--- src/rtl/preg_freelist_ctrl.sv ---
// -----------------------------------------------------------------------------
// preg_freelist_ctrl
//
// Allocation controller for the integer physical-register free list that feeds
// the rename stage. The list is a circular buffer of DEPTH preg numbers with
// three pointers:
//   spec_head - next entry handed to rename (advances on allocation)
//   arch_head - oldest entry not yet consumed by a committed instruction
//               (advances on commit); a flush snaps spec_head back to it
//   tail      - next slot written by a release from commit (advances on free)
// Pointers carry one extra wrap bit above the RAM index, so full and empty
// are distinguishable and all pointer arithmetic is modulo 2*DEPTH.
//
// Ports:
//   clk             clock
//   a_rst_n         asynchronous reset, active low
//   flush_i         misprediction/exception flush; restores spec_head
//   alloc_valid_i   per-lane allocation request (may be sparse)
//   alloc_ready_o   every requesting lane can be served this cycle
//   alloc_preg_o    preg granted per lane (PREG_W bits per lane, lane 0 LSBs)
//   commit_valid_i  per-lane: a committed instruction consumed an entry
//   free_valid_i    per-lane release of an old mapping
//   free_preg_i     preg released per lane (PREG_W bits per lane, lane 0 LSBs)
//   free_count_o    registered number of entries available for allocation
// -----------------------------------------------------------------------------
module preg_freelist_ctrl #(
  parameter  int PHYS_REG_NUM = 64,
  parameter  int ARCH_REG_NUM = 32,
  parameter  int ALLOC_PORTS  = 2,
  parameter  int FREE_PORTS   = 2,
  localparam int PREG_W       = $clog2(PHYS_REG_NUM),
  localparam int DEPTH        = PHYS_REG_NUM - ARCH_REG_NUM,
  localparam int IDX_W        = $clog2(DEPTH),
  localparam int PTR_W        = IDX_W + 1
) (
  input  logic                          clk,
  input  logic                          a_rst_n,
  input  logic                          flush_i,
  input  logic [ALLOC_PORTS-1:0]        alloc_valid_i,
  output logic                          alloc_ready_o,
  output logic [ALLOC_PORTS*PREG_W-1:0] alloc_preg_o,
  input  logic [ALLOC_PORTS-1:0]        commit_valid_i,
  input  logic [FREE_PORTS-1:0]         free_valid_i,
  input  logic [FREE_PORTS*PREG_W-1:0]  free_preg_i,
  output logic [PTR_W-1:0]              free_count_o
);

  // Linear-position width: enough for values up to 4*DEPTH-1 so the
  // modular distance below never overflows.
  localparam int                LIN_W       = PTR_W + 1;
  localparam logic [PTR_W-1:0]  DEPTH_P     = PTR_W'(DEPTH);
  localparam logic [LIN_W-1:0]  DEPTH_L     = LIN_W'(DEPTH);
  localparam logic [LIN_W-1:0]  TWO_DEPTH_L = LIN_W'(2 * DEPTH);

  // Advance a wrap-bit pointer by inc (inc <= DEPTH). Works for any DEPTH,
  // not only powers of two: the index folds at DEPTH and flips the wrap bit.
  function automatic logic [PTR_W-1:0] ptr_add(input logic [PTR_W-1:0] ptr,
                                               input logic [PTR_W-1:0] inc);
    logic [PTR_W-1:0] sum;
    logic             wrap;
    sum  = {1'b0, ptr[IDX_W-1:0]} + inc;
    wrap = ptr[PTR_W-1];
    if (sum >= DEPTH_P) begin
      sum  = sum - DEPTH_P;
      wrap = ~wrap;
    end
    return {wrap, sum[IDX_W-1:0]};
  endfunction

  // Distance from from_ptr forward to to_ptr, modulo 2*DEPTH.
  function automatic logic [PTR_W-1:0] ptr_dist(input logic [PTR_W-1:0] from_ptr,
                                                input logic [PTR_W-1:0] to_ptr);
    logic [LIN_W-1:0] f;
    logic [LIN_W-1:0] t;
    logic [LIN_W-1:0] d;
    f = (from_ptr[PTR_W-1] ? DEPTH_L : '0) + LIN_W'(from_ptr[IDX_W-1:0]);
    t = (to_ptr[PTR_W-1]   ? DEPTH_L : '0) + LIN_W'(to_ptr[IDX_W-1:0]);
    d = (t >= f) ? (t - f) : (t + TWO_DEPTH_L - f);
    return d[PTR_W-1:0];
  endfunction

  // ---------------------------------------------------------------------------
  // State
  // ---------------------------------------------------------------------------
  logic [PREG_W-1:0] entry_q [DEPTH];
  logic [PTR_W-1:0]  spec_head_q;
  logic [PTR_W-1:0]  arch_head_q;
  logic [PTR_W-1:0]  tail_q;
  logic [PTR_W-1:0]  count_q;

  logic [PTR_W-1:0]  spec_head_d;
  logic [PTR_W-1:0]  arch_head_d;
  logic [PTR_W-1:0]  tail_d;
  logic [PTR_W-1:0]  count_d;

  logic [PTR_W-1:0]  alloc_n;
  logic [PTR_W-1:0]  commit_n;
  logic [PTR_W-1:0]  free_n;
  logic [IDX_W-1:0]  wr_idx [FREE_PORTS];
  logic              fire;

  // ---------------------------------------------------------------------------
  // Allocation grant: each requesting lane takes the entry at spec_head plus
  // the number of requesting lanes below it, so sparse requests stay packed.
  // ---------------------------------------------------------------------------
  always_comb begin
    logic [PTR_W-1:0] rank;
    logic [PTR_W-1:0] rd_ptr;
    // NOTE: every variable written here gets a value before any branch, so no
    // path leaves it holding its old value and no latch is inferred.
    rank         = '0;
    rd_ptr       = '0;
    alloc_preg_o = '0;
    for (int k = 0; k < ALLOC_PORTS; k++) begin
      rd_ptr = ptr_add(spec_head_q, rank);
      if (alloc_valid_i[k]) begin
        alloc_preg_o[k*PREG_W +: PREG_W] = entry_q[rd_ptr[IDX_W-1:0]];
      end
      rank = rank + PTR_W'(alloc_valid_i[k]);
    end
    alloc_n = rank;
  end

  // Readiness uses only the registered count: a preg freed this cycle is not
  // yet visible to rename. A flush blocks allocation outright.
  assign alloc_ready_o = !flush_i && (count_q >= alloc_n);
  assign fire          = alloc_ready_o && (alloc_n != '0);

  // ---------------------------------------------------------------------------
  // Commit and free bookkeeping
  // ---------------------------------------------------------------------------
  always_comb begin
    commit_n = '0;
    for (int k = 0; k < ALLOC_PORTS; k++) begin
      commit_n = commit_n + PTR_W'(commit_valid_i[k]);
    end
  end

  // Released pregs are compacted in lane order into tail, tail+1, ...
  always_comb begin
    logic [PTR_W-1:0] wr_ptr;
    free_n = '0;
    wr_ptr = '0;
    for (int j = 0; j < FREE_PORTS; j++) begin
      wr_ptr    = ptr_add(tail_q, free_n);
      wr_idx[j] = wr_ptr[IDX_W-1:0];
      free_n    = free_n + PTR_W'(free_valid_i[j]);
    end
  end

  // Commit is applied before the flush restore so the flush lands on the
  // post-commit architectural head.
  always_comb begin
    arch_head_d = ptr_add(arch_head_q, commit_n);
    tail_d      = ptr_add(tail_q, free_n);
    if (flush_i) begin
      spec_head_d = arch_head_d;
    end else if (fire) begin
      spec_head_d = ptr_add(spec_head_q, alloc_n);
    end else begin
      spec_head_d = spec_head_q;
    end
    count_d = ptr_dist(spec_head_d, tail_d);
  end

  // ---------------------------------------------------------------------------
  // Registers
  // ---------------------------------------------------------------------------
  always_ff @(posedge clk or negedge a_rst_n) begin
    // NOTE: non-blocking assignments here so every register samples the
    // pre-edge values regardless of statement order.
    if (!a_rst_n) begin
      spec_head_q <= '0;
      arch_head_q <= '0;
      tail_q      <= {1'b1, {IDX_W{1'b0}}};
      count_q     <= DEPTH_P;
    end else begin
      spec_head_q <= spec_head_d;
      arch_head_q <= arch_head_d;
      tail_q      <= tail_d;
      count_q     <= count_d;
    end
  end

  // NOTE: this storage is reset on purpose: its reset contents (the pregs not
  // mapped to architectural registers) are the initial free list itself.
  always_ff @(posedge clk or negedge a_rst_n) begin
    if (!a_rst_n) begin
      for (int i = 0; i < DEPTH; i++) begin
        entry_q[i] <= PREG_W'(ARCH_REG_NUM + i);
      end
    end else begin
      for (int j = 0; j < FREE_PORTS; j++) begin
        if (free_valid_i[j]) begin
          entry_q[wr_idx[j]] <= free_preg_i[j*PREG_W +: PREG_W];
        end
      end
    end
  end

  assign free_count_o = count_q;

  // ---------------------------------------------------------------------------
  // Illegal conditions: no recovery, only flagged.
  // ---------------------------------------------------------------------------
  logic count_ok;
  logic order_ok;

  assign count_ok = (count_d <= DEPTH_P);
  assign order_ok = (ptr_dist(arch_head_d, spec_head_q) <= DEPTH_P);

  a_count_in_range : assert property (@(posedge clk) disable iff (!a_rst_n) count_ok);
  a_arch_not_past_spec : assert property (@(posedge clk) disable iff (!a_rst_n) order_ok);

endmodule
--- config.mk ---
export PLATFORM = sky130hd
export DESIGN_NAME = preg_freelist_ctrl
export DESIGN_NICKNAME = d
export VERILOG_FILES = /design/src/rtl/preg_freelist_ctrl.sv
export SDC_FILE = /design/constraint.sdc
export NUM_CORES = 1
export LEC_CHECK = 0
export ABC_CLOCK_PERIOD_IN_PS = 3200
export BUFFER_PORTS_ARGS = -buffer_cell sky130_fd_sc_hd__buf_2
export CORE_MARGIN = 2
export CORE_UTILIZATION = 40
export DETAILED_ROUTE_END_ITERATION = 16
export PLACE_DENSITY = 0.61
export SLEW_MARGIN = 5
export SYNTH_ARGS = -nofsm -noshare
export SYNTH_HDL_FRONTEND = slang
export SYNTH_SLANG_ARGS = --single-unit
--- constraint.sdc ---
create_clock -name clk -period 3.2 [get_ports clk]
set_input_delay 0.32 -clock clk [delete_from_list [all_inputs] [get_ports clk]]
set_output_delay 0.32 -clock clk [all_outputs]
set_load 0.005 [all_outputs]
======== Word level (Yosys, flattened, before mapping) ========
Cells that the tools add are included.
word-level totals
  bits of input ports ..................... 21
  RAM bits ................................ 0
  logic and storage cells ................. 115
  flip-flop bits (word level) ............. 216
  memory bits (read-only) ................. 0
  output and inout bits ................... 19
  memories kept ........................... 0
  bits in latches ......................... 0
cells by class
  bitwise gates (word level) .............. 7
  equality and inequality tests ........... 0
  order comparisons ....................... 15
  add/sub/neg operators ................... 20
  reductions and logical operators ........ 6
  $mul .................................... 0
  muxes and demuxes ....................... 31
  div/mod/pow operators ................... 0
  shift-type cells ........................ 0
operator list
  operator                                                                             count
  192-bit bitwise mux                                                                  2
  192-bit two-way mux                                                                  2
  6-bit two-way mux                                                                    13
  6-bit binary-select mux with 5-bit select                                            2
  6-bit demux with 5-bit select                                                        2
  6-bit greater-or-equal comparator, second input constant                             9
  5-bit two-way mux                                                                    7
  5-bit by 1-bit subtractor with 5-bit output, second input constant                   7
  5-bit inverter with 6-bit output                                                     4
  5-bit by 2-bit adder with 6-bit output                                               3
  6-bit by 5-bit adder with 7-bit output                                               2
  5-bit by 1-bit adder with 6-bit output                                               2
  5-bit by 6-bit greater-or-equal comparator with 1-bit output, second input constant  2
  6-bit by 1-bit < comparator with 1-bit output, second input constant                 2
  6-bit subtractor                                                                     2
  7-bit greater-or-equal comparator                                                    1
  1-bit by 1-bit adder with 2-bit output                                               3
  6-bit by 1-bit adder with 6-bit output, second input constant                        1
  6-bit by 2-bit greater-or-equal comparator with 1-bit output                         1
  6-bit nonzero test                                                                   1
  1-bit logical AND                                                                    4
  1-bit two-way mux                                                                    3
  1-bit inverter                                                                       3
  1-bit zero test                                                                      1

======== Longest topological paths before layout ========
Gate-level depths: netlist of run 1.
  depth in word-level cells ............... 11
  mapped depth ............................ 17
  mapped depth without buffers ............ 17

======== Worst setup path before layout of run 1 ========
OpenSTA, ideal clock, no wires.
  path kind ............................... input to register
  start point ............................. input port alloc_valid_i[0]
  end point ............................... register count_q[3] (netlist: free_count_o[3])
  slack ................................... -328 ps
  path buffers ............................ 0
  data required time ...................... 3077 ps
  arrival ................................. 3405 ps
  stages .................................. 17
  setup time .............................. 123 ps
  cells stage by stage .................... ha_1 -> inv_1 -> ha_1 -> or4_4 -> a211oi_4 -> nor2_1 -> nand2_1 -> xor2_1 -> o21a_1 -> ha_1 -> inv_1 -> a221oi_1 -> a311oi_1 -> o21a_1 -> o2111a_1 -> a211oi_2 -> xnor2_1
on the way
  cells in the longest elaborated chain, start to end .. 10
  elaborated cells on any way between the ends .. 18
  those cells by class .................... 6 x add/sub; 3 x order compare; 6 x mux; 3 x reduce/logical
RTL lines
  item                                                                                                                           RTL line  source
  start: declaration                                                                                                             39        input logic [ALLOC_PORTS-1:0] alloc_valid_i,
  1-bit by 1-bit adder with 2-bit output *                                                                                       119       rank = rank + PTR_W'(alloc_valid_i[k]);
  5-bit by 2-bit adder with 6-bit output / 6-bit by 2-bit greater-or-equal comparator with 1-bit output (equally long branches)  61, 126
  6-bit greater-or-equal comparator / 1-bit logical AND (equally long branches)                                                  63, 126
  1-bit two-way mux / 1-bit logical AND (equally long branches)                                                                  63, 127
  6-bit two-way mux *                                                                                                            158       end else if (fire) begin
  6-bit two-way mux *                                                                                                            156       if (flush_i) begin
  6-bit two-way mux                                                                                                              76        f = (from_ptr[PTR_W-1] ? DEPTH_L : '0) + LIN_W'(from_ptr[IDX_W-1:0]);
  6-bit by 5-bit adder with 7-bit output *                                                                                       76
  7-bit greater-or-equal comparator                                                                                              78        d = (t >= f) ? (t - f) : (t + TWO_DEPTH_L - f);
  6-bit two-way mux *                                                                                                            78
  net count_d[3]                                                                                                                 94        logic [PTR_W-1:0] count_d;
  end signal: assignment                                                                                                         181       count_q <= count_d;
  end: declaration                                                                                                               89        logic [PTR_W-1:0] count_q;
Mark *: on every way through the listed nets, which the timed path passes. The rest lies on a longest branch.

======== Worst setup path in the final report of run 1 ========
  start point ............................. register spec_head_q[0]
  end point ............................... output port alloc_preg_o[11]
on the way
  cells in the longest elaborated chain, start to end .. 8
  elaborated cells on any way between the ends .. 9
  those cells by class .................... 2 x add/sub; 1 x order compare; 5 x mux; 1 x bitwise
RTL lines
  item                                                                                                     RTL line  source
  start: declaration                                                                                       86        logic [PTR_W-1:0] spec_head_q;
  start signal: assignment                                                                                 178       spec_head_q <= spec_head_d;
  5-bit by 1-bit adder with 6-bit output *                                                                 61        sum = {1'b0, ptr[IDX_W-1:0]} + inc;
  5-bit by 1-bit subtractor with 5-bit output / 6-bit greater-or-equal comparator (equally long branches)  64, 63
  5-bit two-way mux *                                                                                      63        if (sum >= DEPTH_P) begin
  5-bit inverter with 6-bit output (not written as such) *                                                 117       alloc_preg_o[k*PREG_W +: PREG_W] = entry_q[rd_ptr[IDX_W-1:0]];
  6-bit binary-select mux with 5-bit select *                                                              117
  6-bit two-way mux (not written as such) * (2 in a row)                                                   117
  6-bit two-way mux *                                                                                      116       if (alloc_valid_i[k]) begin
  end: declaration                                                                                         41        output logic [ALLOC_PORTS*PREG_W-1:0] alloc_preg_o,
Mark *: on every way between the ends. The rest lies on a longest branch, timed or not. The select of a mux whose other input is x is not followed.

==> results of run 1 <==
## layout make-up
type                       count  share of cell area
multi-input combinational    951              0.4983
clock buffer                  39             0.05021
inverter                      18            0.004731
timing repair buffer         123             0.06807
sequential                   216              0.3386
clock inverter                11            0.005341
tap                          455             0.03472
## registers in the layout (all words and copies together), names as in the netlist
signal	count
entry_q	192
free_count_o	6
spec_head_q	6
arch_head_q	6
tail_q	6
## through the flow
stage	setup WS, ps	utilization	area (sq um)	instances	power [W]
6_report	-268.4	0.4747	16400	1813	0.02021
5_1_grt	-410.0	0.4747	16400	1813	0.02122
4_1_cts	-256.1	0.4687	16190	1805	0.01962
3_5_place_dp	-452.0	0.4377	15120	1747	0.01616
3_3_place_gp	-331.9	0.4377	15120	1747	0.01588
2_1_floorplan	-132.2	-	14120	1297	0.01242
## cells in the final DEF, fill, tap and decap left out, types with 10 or more instances in the layout
master	instances
mux2i_1	204
nand2_1	150
nor2_1	149
mux4_2	120
dfstp_2	114
o21ai_0	103
dfrtp_1	100
a21oi_1	99
buf_4	63
buf_2	38
clkbuf_16	32
inv_1	14
xor2_1	12
buf_12	11
nand3_1	10
## worst register-to-register path: cells and delay by family, from the launching register on
family                   cells  cell delay, ps
multiplexers                 1             340
AND/OR/NAND/NOR              1             520
XOR/XNOR                     1              90
AO/OA/AOI/OAI                7            1570
flip-flops                   1             410
adder cells (fa/ha/maj)      2             360
## routing by layer
| layer | up-vias | part of all wire | track usage |
|---|---|---|---|
| li1 | 4787 | - | - |
| met1 | 5451 | 0.42 | 0.3504 |
| met2 | 502 | 0.46 | 0.3909 |
| met3 | 98 | 0.085 | 0.04406 |
| met4 | 2 | 0.032 | 0.07899 |
| met5 | - | 0.00029 | 0 |
## where the power goes
group / total (W) / internal (W) / switching [W]
Sequential: 0.00569 / 0.00460 / 0.00109
Clock: 0.00314 / 0.00187 / 0.00127
Combinational: 0.0114 / 0.00578 / 0.00560
## what timing repair did
action / in CTS / in global routing
gates resized for setup: 8 / 19
setup buffers: 4 / 6
setup endpoints to repair: 13 / 14
cloned: 3 / 3
pin swaps: 1 / 10
hold endpoints to repair: 22 / 0
hold buffers: 1 / 0
## cells by family after synthesis
group / Yosys count / synth area share
xor+xnor: 21 / 0.01365
mux: 328 / 0.3416
compound gates: 228 / 0.08902
flops: 216 / 0.3955
simple gates: 353 / 0.1049
buf+inv: 130 / 0.03523
fa+ha+maj: 21 / 0.02007
## path summary, 6_finish.rpt
kind / start / to / slack [ps] / depth (start not counted)
max in group asynchronous: a_rst_n / entry_q[38]$_DFF_PN0_ / 1970 / 3
worst max register to register: free_count_o[1]$_DFF_PN0_ / free_count_o[3]$_DFF_PN0_ / -220 / 12
min in group asynchronous: a_rst_n / entry_q[150]$_DFF_PN0_ / 200 / 2
worst min register to register: arch_head_q[5]$_DFF_PN0_ / arch_head_q[5]$_DFF_PN0_ / 470 / 1
worst min-delay path: commit_valid_i[1] / arch_head_q[0]$_DFF_PN0_ / 60 / 2
worst max-delay path: spec_head_q[0]$_DFF_PN0_ / alloc_preg_o[11] / -270 / 8
==> flow_summary.ini, run 1 <==
[layout]
regArea_sq_um = 5553
multiInputGateArea_sq_um = 8170
finalNetCount = 1377
antenna_cells = 0
area_growth_syn_to_layout_pct = 16.89
nFillCells = 3192
drive_gt1_frac = 0.3277

[place]
dp_hpwl_um = 29780
globalplace.congestion = 0.8810
port_buffers = 39

[die]
row_count = 68
fp.dieH_um = 191.3
die_area_sq_um = 36580
dieWidth_um = 191.3
design.core.area_sq_um = 34540
io_pins = 40
initial_core_util = 0.4061

[power]
p_per_area_nw_per_um2 = 1233
ir_worst_vdd_uv = 485.1
leakage_nw = 6.751

[grt]
grt.total_usage = 0.2489
grt_pass1_wl_um = 68590
grt_max_degree = 103
grt_pass1_vias = 10680
antenna_found_initial = 1
overflow = 0

[setup_path]
cp.arrival_ps = 3150
crit_fanout = 17
critPathBufInv = 2
slowest_delay_ps = 550
cp-start-kind = register
critPathKind = register to primary output
critPathCaptureType = primary output
slowest_stage = mux4_2
crit_required_ps = 2880
cpLargestDelayFamily = multiplexers
crit_chain = ha_4 -> ha_4 -> buf_12 -> mux4_2 -> mux4_2 -> mux2i_1 -> nor2_1 -> buf_2

[cts]
cts_buffers = 27
cts.sinks = 216
cts-root-buf = clkbuf_16
clk_path_buf_depth = 3
clkLatencyLatePin_ps = 550
clkSlewWorstSetupHoldPaths_ps = 60
h-tree-depth = 1
cts_tree = built

[timing]
timing.hold.ws_ps = 61.40
clock-skew-final_ps = 11.35
setup-tns-final_ps = -2057
fin_crit_ps = 3468
slew_headroom = 0.4172
fmax_mhz = 288.3
timing.final.crit_share = 1.084
hold_viol_final = 0
setup_viol = 13
fin_ws_ps = -268.4
drv_slew = 0
tightest_slew_ps = 874.2
rsz0062_at_grt = yes

[yosys]
synth_async_sr_flop_share = 1.000
synth_cell_types = 57
yosys.area.top_type = dfstp_2
synthTopCellsByCount = 205 x mux2i_1, 150 x nand2_1, 150 x nor2_1, 120 x mux4_2, 114 x dfstp_2
syn_nets = 1337
ys_seq_area_frac = 0.3955
synth_edf_count = 0
synth-seq-cells = 216
netlist_area_sq_um = 14030
yosysWarningCount = 0
postSynthCellCount = 1297
synth.top_cells.by_area = dfstp_2 21%, mux4_2 19%, dfrtp_1 18%
synth.most_common_cell = mux2i_1
avgSynthCellArea_sq_um = 10.82
synth_top_area_frac = 0.2135
synth_ff_type = dfstp_2

[detailed_routing]
via_per_inst = 5.979
dr.pass1.iters = 6
drcViolationCount = 0
wl_per_cell_um = 24.95
dr_total_vias = 10840
ant_nets = 0
wirelength_um = 45230
drt_iter0_markers = 1094

[status]
outcome = finished with violations
violations = negative setup slack

[worst_hold_path]
hp-class = input pin to register

[job]
max-cap-violations = 0
No activity file was read; power rests on OpenSTA's default activity.
==> inputs of run 2 (changes only) <==
--- a/config.mk
+++ b/config.mk
@@ -11,6 +11,7 @@
 export CORE_UTILIZATION = 40
 export DETAILED_ROUTE_END_ITERATION = 16
 export PLACE_DENSITY = 0.61
+export REMOVE_ABC_BUFFERS = 1
 export SLEW_MARGIN = 5
 export SYNTH_ARGS = -nofsm -noshare
 export SYNTH_HDL_FRONTEND = slang
==> flow_summary.ini, run 2 (same netlist as run 1, synthesis figures left out) <==
[grt]
antenna_found_initial = 2
grt_pass1_wl_um = 63960
grt_max_degree = 93
overflow = 0
grt_pass1_vias = 10210
grt.total_usage = 0.2307

[timing]
clock-skew-final_ps = 10.66
slew_headroom = 0.4365
hold_viol_final = 0
fin_ws_ps = -373.2
fin_crit_ps = 3573
fmax_mhz = 279.9
setup_viol = 13
drv_slew = 0
tightest_slew_ps = 842.2
timing.final.crit_share = 1.117
rsz0062_at_grt = yes

[detailed_routing]
wirelength_met1_um = 18860
wl_per_cell_um = 23.57
ant_nets = 0
drcViolationCount = 0
dr.pass1.iters = 5
wl_met2_um = 19280
via_per_inst = 5.832
wl_met3_um = 3272
highest_layer = met5
dr_total_vias = 10540
wirelength_um = 42600
drt_iter0_markers = 932

[layout]
stdcell_count = 1807
area_growth_syn_to_layout_pct = 16.00
antenna_cells = 0
nFillCells = 3178
layout_commonest_cell = mux2i_1
drive_gt1_frac = 0.3136
fin_util = 0.4711
largest_register_ffs = 192
final_cell_mix = 204 x mux2i_1, 150 x nand2_1, 149 x nor2_1
top_register = entry_q
finalNetCount = 1373

[job]
max-cap-violations = 0

[power]
ir_worst_vdd_uv = 578.4
seqPwrFrac = 0.290
switchingPower_w = 0.007778
fin_total_pwr_w = 0.02001
p_per_area_nw_per_um2 = 1230
swShare = 0.3888
pwr-share-comb = 0.561
p_int_w = 0.01223
leakage_nw = 6.702
p_clk_frac = 0.149

[cts]
clk_path_buf_depth = 3
cts-root-buf = clkbuf_16
clkSlewWorstSetupHoldPaths_ps = 50
cts_buffers = 26
cts.sinks = 216
h-tree-depth = 1
clkLatencyLatePin_ps = 540
cts_tree = built

[worst_hold_path]
hp-class = input pin to register
hold_start = commit_valid_i[1]

[setup_path]
cp-start-kind = register
critPathCaptureType = primary output
crit_required_ps = 2880
cp_common_cell = mux4_2
slowest_stage = mux4_2
slowest_delay_ps = 540
crit_fanout = 6
crit_chain = ha_4 -> buf_12 -> buf_8 -> buf_16 -> mux4_2 -> mux4_2 -> mux2i_1 -> buf_4 -> nor2_2 -> buf_2
cp-startpoint = spec_head_q[0]$_DFF_PN0_
critPathKind = register to primary output
cp.arrival_ps = 3250
r2r_start = free_count_o[1]$_DFF_PN0_

[die]
io_pins = 40
row_count = 68
die_area_sq_um = 36580
fp.dieH_um = 191.3
dieWidth_um = 191.3
design.core.area_sq_um = 34540
initial_core_util = 0.4061

[status]
outcome = finished with violations
violations = negative setup slack

[place]
port_buffers = 39
dp_hpwl_um = 27640
dpl.cell_count = 1741
dpl_worst_slack_ps = -456.1
globalplace.congestion = 0.9143
-- run 2: routing by layer --
layer,vias to the layer above,track usage
li1,4770,-
met1,5291,0.3337
met2,406,0.3546
met3,67,0.04369
met4,4,0.06331
met5,-,0
-- run 2: layout make-up --
cell class | count | area (sq um) | share of cell area
clock buffers | 41 | 768.2 | 0.04721
well taps | 455 | 569.3 | 0.03499
clock inverters | 6 | 80.08 | 0.004921
inverters | 18 | 67.56 | 0.004152
flip-flops and latches | 216 | 5553 | 0.3413
repair buffers | 120 | 1156 | 0.07105
multi-input cells | 951 | 8078 | 0.4964
-- run 2: critical path, delay by kind of cell (launching register included) --
family,cells,cell delay (ps)
AND/OR/NAND/NOR,1,40
buffers and inverters,5,650
multiplexers,3,1220
adder cells (fa/ha/maj),1,310
flip-flops,1,500
-- run 2: path summary, 6_finish.rpt --
| check | endpoint | slack (ps) | depth (start not counted) |
|---|---|---|---|
| worst max-delay path | alloc_preg_o[8] | -370 | 10 |
| worst min register to register | arch_head_q[5]$_DFF_PN0_ | 470 | 1 |
| worst max register to register | free_count_o[3]$_DFF_PN0_ | -140 | 13 |
| min in group asynchronous | entry_q[186]$_DFF_PN0_ | 390 | 2 |
| worst min-delay path | arch_head_q[0]$_DFF_PN0_ | 110 | 2 |
| max in group asynchronous | entry_q[5]$_DFF_PN1_ | 1900 | 3 |
-- run 2: per-stage QoR --
step                      hold WS [ps]  cell area (sq um)  TNS [ps]
after floorplan                  24.41              13600    -22900
after global placement           400.1              14970    -622.1
after detailed placement         416.5              14970    -777.8
after CTS                        108.8              16140     -3389
after global routing             132.7              16270     -3907
final                            114.7              16270     -3269
-- run 2: power groups by stage --
stage	Clock, W	Sequential (W)	Combinational, W
floorplan	0	0.00561	0.00658
global placement	0	0.00568	0.0100
detailed placement	0	0.00576	0.0102
CTS	0.00303	0.00575	0.0108
global route	0.00313	0.00599	0.0119
finish	0.00298	0.00580	0.0112
-- run 2: repair_timing --
item | in CTS | in global routing
endpoints found under the setup margin | 14 | 14
pin swaps | 10 | 9
gates resized for setup | 20 | 17
hold buffers | 1 | 0
cloned | 5 | 4
hold endpoints to repair | 57 | 0
setup buffers | 10 | 2
==> inputs of run 3 (changes only) <==
--- a/config.mk
+++ b/config.mk
@@ -5,12 +5,12 @@
 export SDC_FILE = /design/constraint.sdc
 export NUM_CORES = 1
 export LEC_CHECK = 0
-export ABC_CLOCK_PERIOD_IN_PS = 3200
+export ABC_CLOCK_PERIOD_IN_PS = 4300
 export BUFFER_PORTS_ARGS = -buffer_cell sky130_fd_sc_hd__buf_2
 export CORE_MARGIN = 2
 export CORE_UTILIZATION = 40
 export DETAILED_ROUTE_END_ITERATION = 16
-export PLACE_DENSITY = 0.61
+export PLACE_DENSITY = 0.59
 export REMOVE_ABC_BUFFERS = 1
 export SLEW_MARGIN = 5
 export SYNTH_ARGS = -nofsm -noshare
==> constraint.sdc (replaced) <==
create_clock -name clk -period 4.3 [get_ports clk]
set_input_delay 0.43 -clock clk [delete_from_list [all_inputs] [get_ports clk]]
set_output_delay 0.43 -clock clk [all_outputs]
set_load 0.005 [all_outputs]
==> flow_summary.ini, run 3 (same netlist as run 1, synthesis figures left out) <==
[status]
outcome = complete, no violations

[grt]
grt.total_usage = 0.2313
antenna_found_initial = 0
grt_pass1_wl_um = 63850
grt_pass1_vias = 10040
grt_max_degree = 86
overflow = 0

[place]
globalplace.congestion = 0.8894
port_buffers = 39
dpl_worst_slack_ps = 269.2
dp_hpwl_um = 27950

[setup_path]
crit_required_ps = 3870
worst_r2r_path_depth = 15
cp_common_cell = mux4_2
crit_chain = ha_4 -> ha_2 -> buf_4 -> mux4_2 -> mux4_2 -> mux2i_1 -> nor2_1 -> buf_2
cp-start-kind = register
r2r_start = free_count_o[1]$_DFF_PN0_
crit_fanout = 24
critPathCaptureType = primary output
slowest_stage = mux4_2
slowest_delay_ps = 520
reg2reg_to = free_count_o[3]$_DFF_PN0_
cp.arrival_ps = 3620
cp-startpoint = spec_head_q[0]$_DFF_PN0_
reg2reg_setup_slack_ps = 750
critPathKind = register to primary output

[power]
pwr-share-comb = 0.520
switchingPower_w = 0.005452
seqPwrFrac = 0.313
fin_total_pwr_w = 0.01379
p_clk_frac = 0.167
p_int_w = 0.008342
swShare = 0.3952
p_per_area_nw_per_um2 = 893.3
leakage_nw = 6.291
ir_worst_vdd_uv = 748.1

[cts]
cts-root-buf = clkbuf_16
h-tree-depth = 1
clkSlewWorstSetupHoldPaths_ps = 60
cts.sinks = 216
clkLatencyLatePin_ps = 540
postCtsSetupBuffers = 0
cts_resized = 0
cts_buffers = 26
cts_tree = built
clk_path_buf_depth = 3

[detailed_routing]
via_per_inst = 5.894
wl_per_cell_um = 23.78
drcViolationCount = 0
dr_total_vias = 10280
ant_nets = 0
dr.pass1.iters = 5
wirelength_um = 41470
drt_iter0_markers = 1071

[layout]
antenna_cells = 0
final_cell_mix = 205 x mux2i_1, 150 x nor2_1, 150 x nand2_1
nFillCells = 3186
finalNetCount = 1309
layout_commonest_cell = mux2i_1
largest_register_ffs = 192
top_register = entry_q
drive_gt1_frac = 0.2746
area_growth_syn_to_layout_pct = 10.08

[worst_hold_path]
hold_path_end = arch_head_q[0]$_DFF_PN0_
min_path_cells = 2
hold_start = commit_valid_i[1]
hp-class = input pin to register

[die]
initial_core_util = 0.4061
row_count = 68
fp.dieH_um = 191.3
io_pins = 40
design.core.area_sq_um = 34540
dieWidth_um = 191.3
die_area_sq_um = 36580

[timing]
tightest_slew_ps = 900.6
fin_crit_ps = 4053
rsz0062_at_grt = no
setup_viol = 0
hold_viol_final = 0
setup-tns-final_ps = 0
drv_slew = 0
slew_headroom = 0.3974
fin_ws_ps = 246.8
timing.final.crit_share = 0.9426
fmax_mhz = 246.7
clock-skew-final_ps = 24.71

[job]
max-cap-violations = 0
[run 3: how the worst max path moves through the flow]
| stage | end |
|---|---|
| floorplan | alloc_preg_o[10] |
| global placement | free_count_o[3]$_DFF_PN0_ |
| detailed placement | free_count_o[3]$_DFF_PN0_ |
| CTS | alloc_preg_o[10] |
| global route | alloc_preg_o[10] |
| finish | alloc_preg_o[10] |
[run 3: stage by stage]
stage,util,cell area [sq um],hold slack [ps],cells
after floorplan,-,13600,134.4,1185
after global placement,0.4208,14540,457.5,1695
after detailed placement,0.4208,14540,455.5,1695
after CTS,0.4470,15440,203.4,1744
after global routing,0.4470,15440,209.9,1744
final,0.4470,15440,207.5,1744
[run 3: critical path, delay by kind of cell, from the launching register on]
family	cells	cell delay [ps]
multiplexers	3	1250
flip-flops	1	510
AND/OR/NAND/NOR	1	80
buffers and inverters	2	570
adder cells (fa/ha/maj)	2	650
[run 3: power groups by stage]
stage                     combinational (W)  clock [W]  sequential (W)
after floorplan                     0.00490          0         0.00417
after global placement              0.00700          0         0.00426
after detailed placement            0.00710          0         0.00432
after CTS                           0.00711    0.00234         0.00430
after global routing                0.00766    0.00243         0.00447
final                               0.00717    0.00231         0.00431
[run 3: timing repair]
action | 4_1_cts | 5_1_grt
setup endpoints to repair | 0 | 0
hold endpoints to repair | 46 | 0
hold buffers | 1 | 0
[run 3: layout make-up]
type                            count  area, sq um  area share
Clock buffer                       39        800.8     0.05186
Clock inverter                      9        95.09    0.006158
Inverter                           18        67.56    0.004376
Multi-Input combinational cell    951         8008      0.5186
Sequential cell                   216         5553      0.3596
Tap cell                          455        569.3     0.03687
Timing Repair Buffer               56        347.8     0.02253
[run 3: metal layers]
layer | share of wire | vias up | routed length (um) | GRT usage
met4 | 0.028 | 0 | 1156 | 0.06183
met3 | 0.073 | 82 | 3033 | 0.04333
met2 | 0.46 | 389 | 19170 | 0.3617
met1 | 0.44 | 5169 | 18110 | 0.3301
met5 | 0 | - | 0 | 0
li1 | - | 4639 | - | -
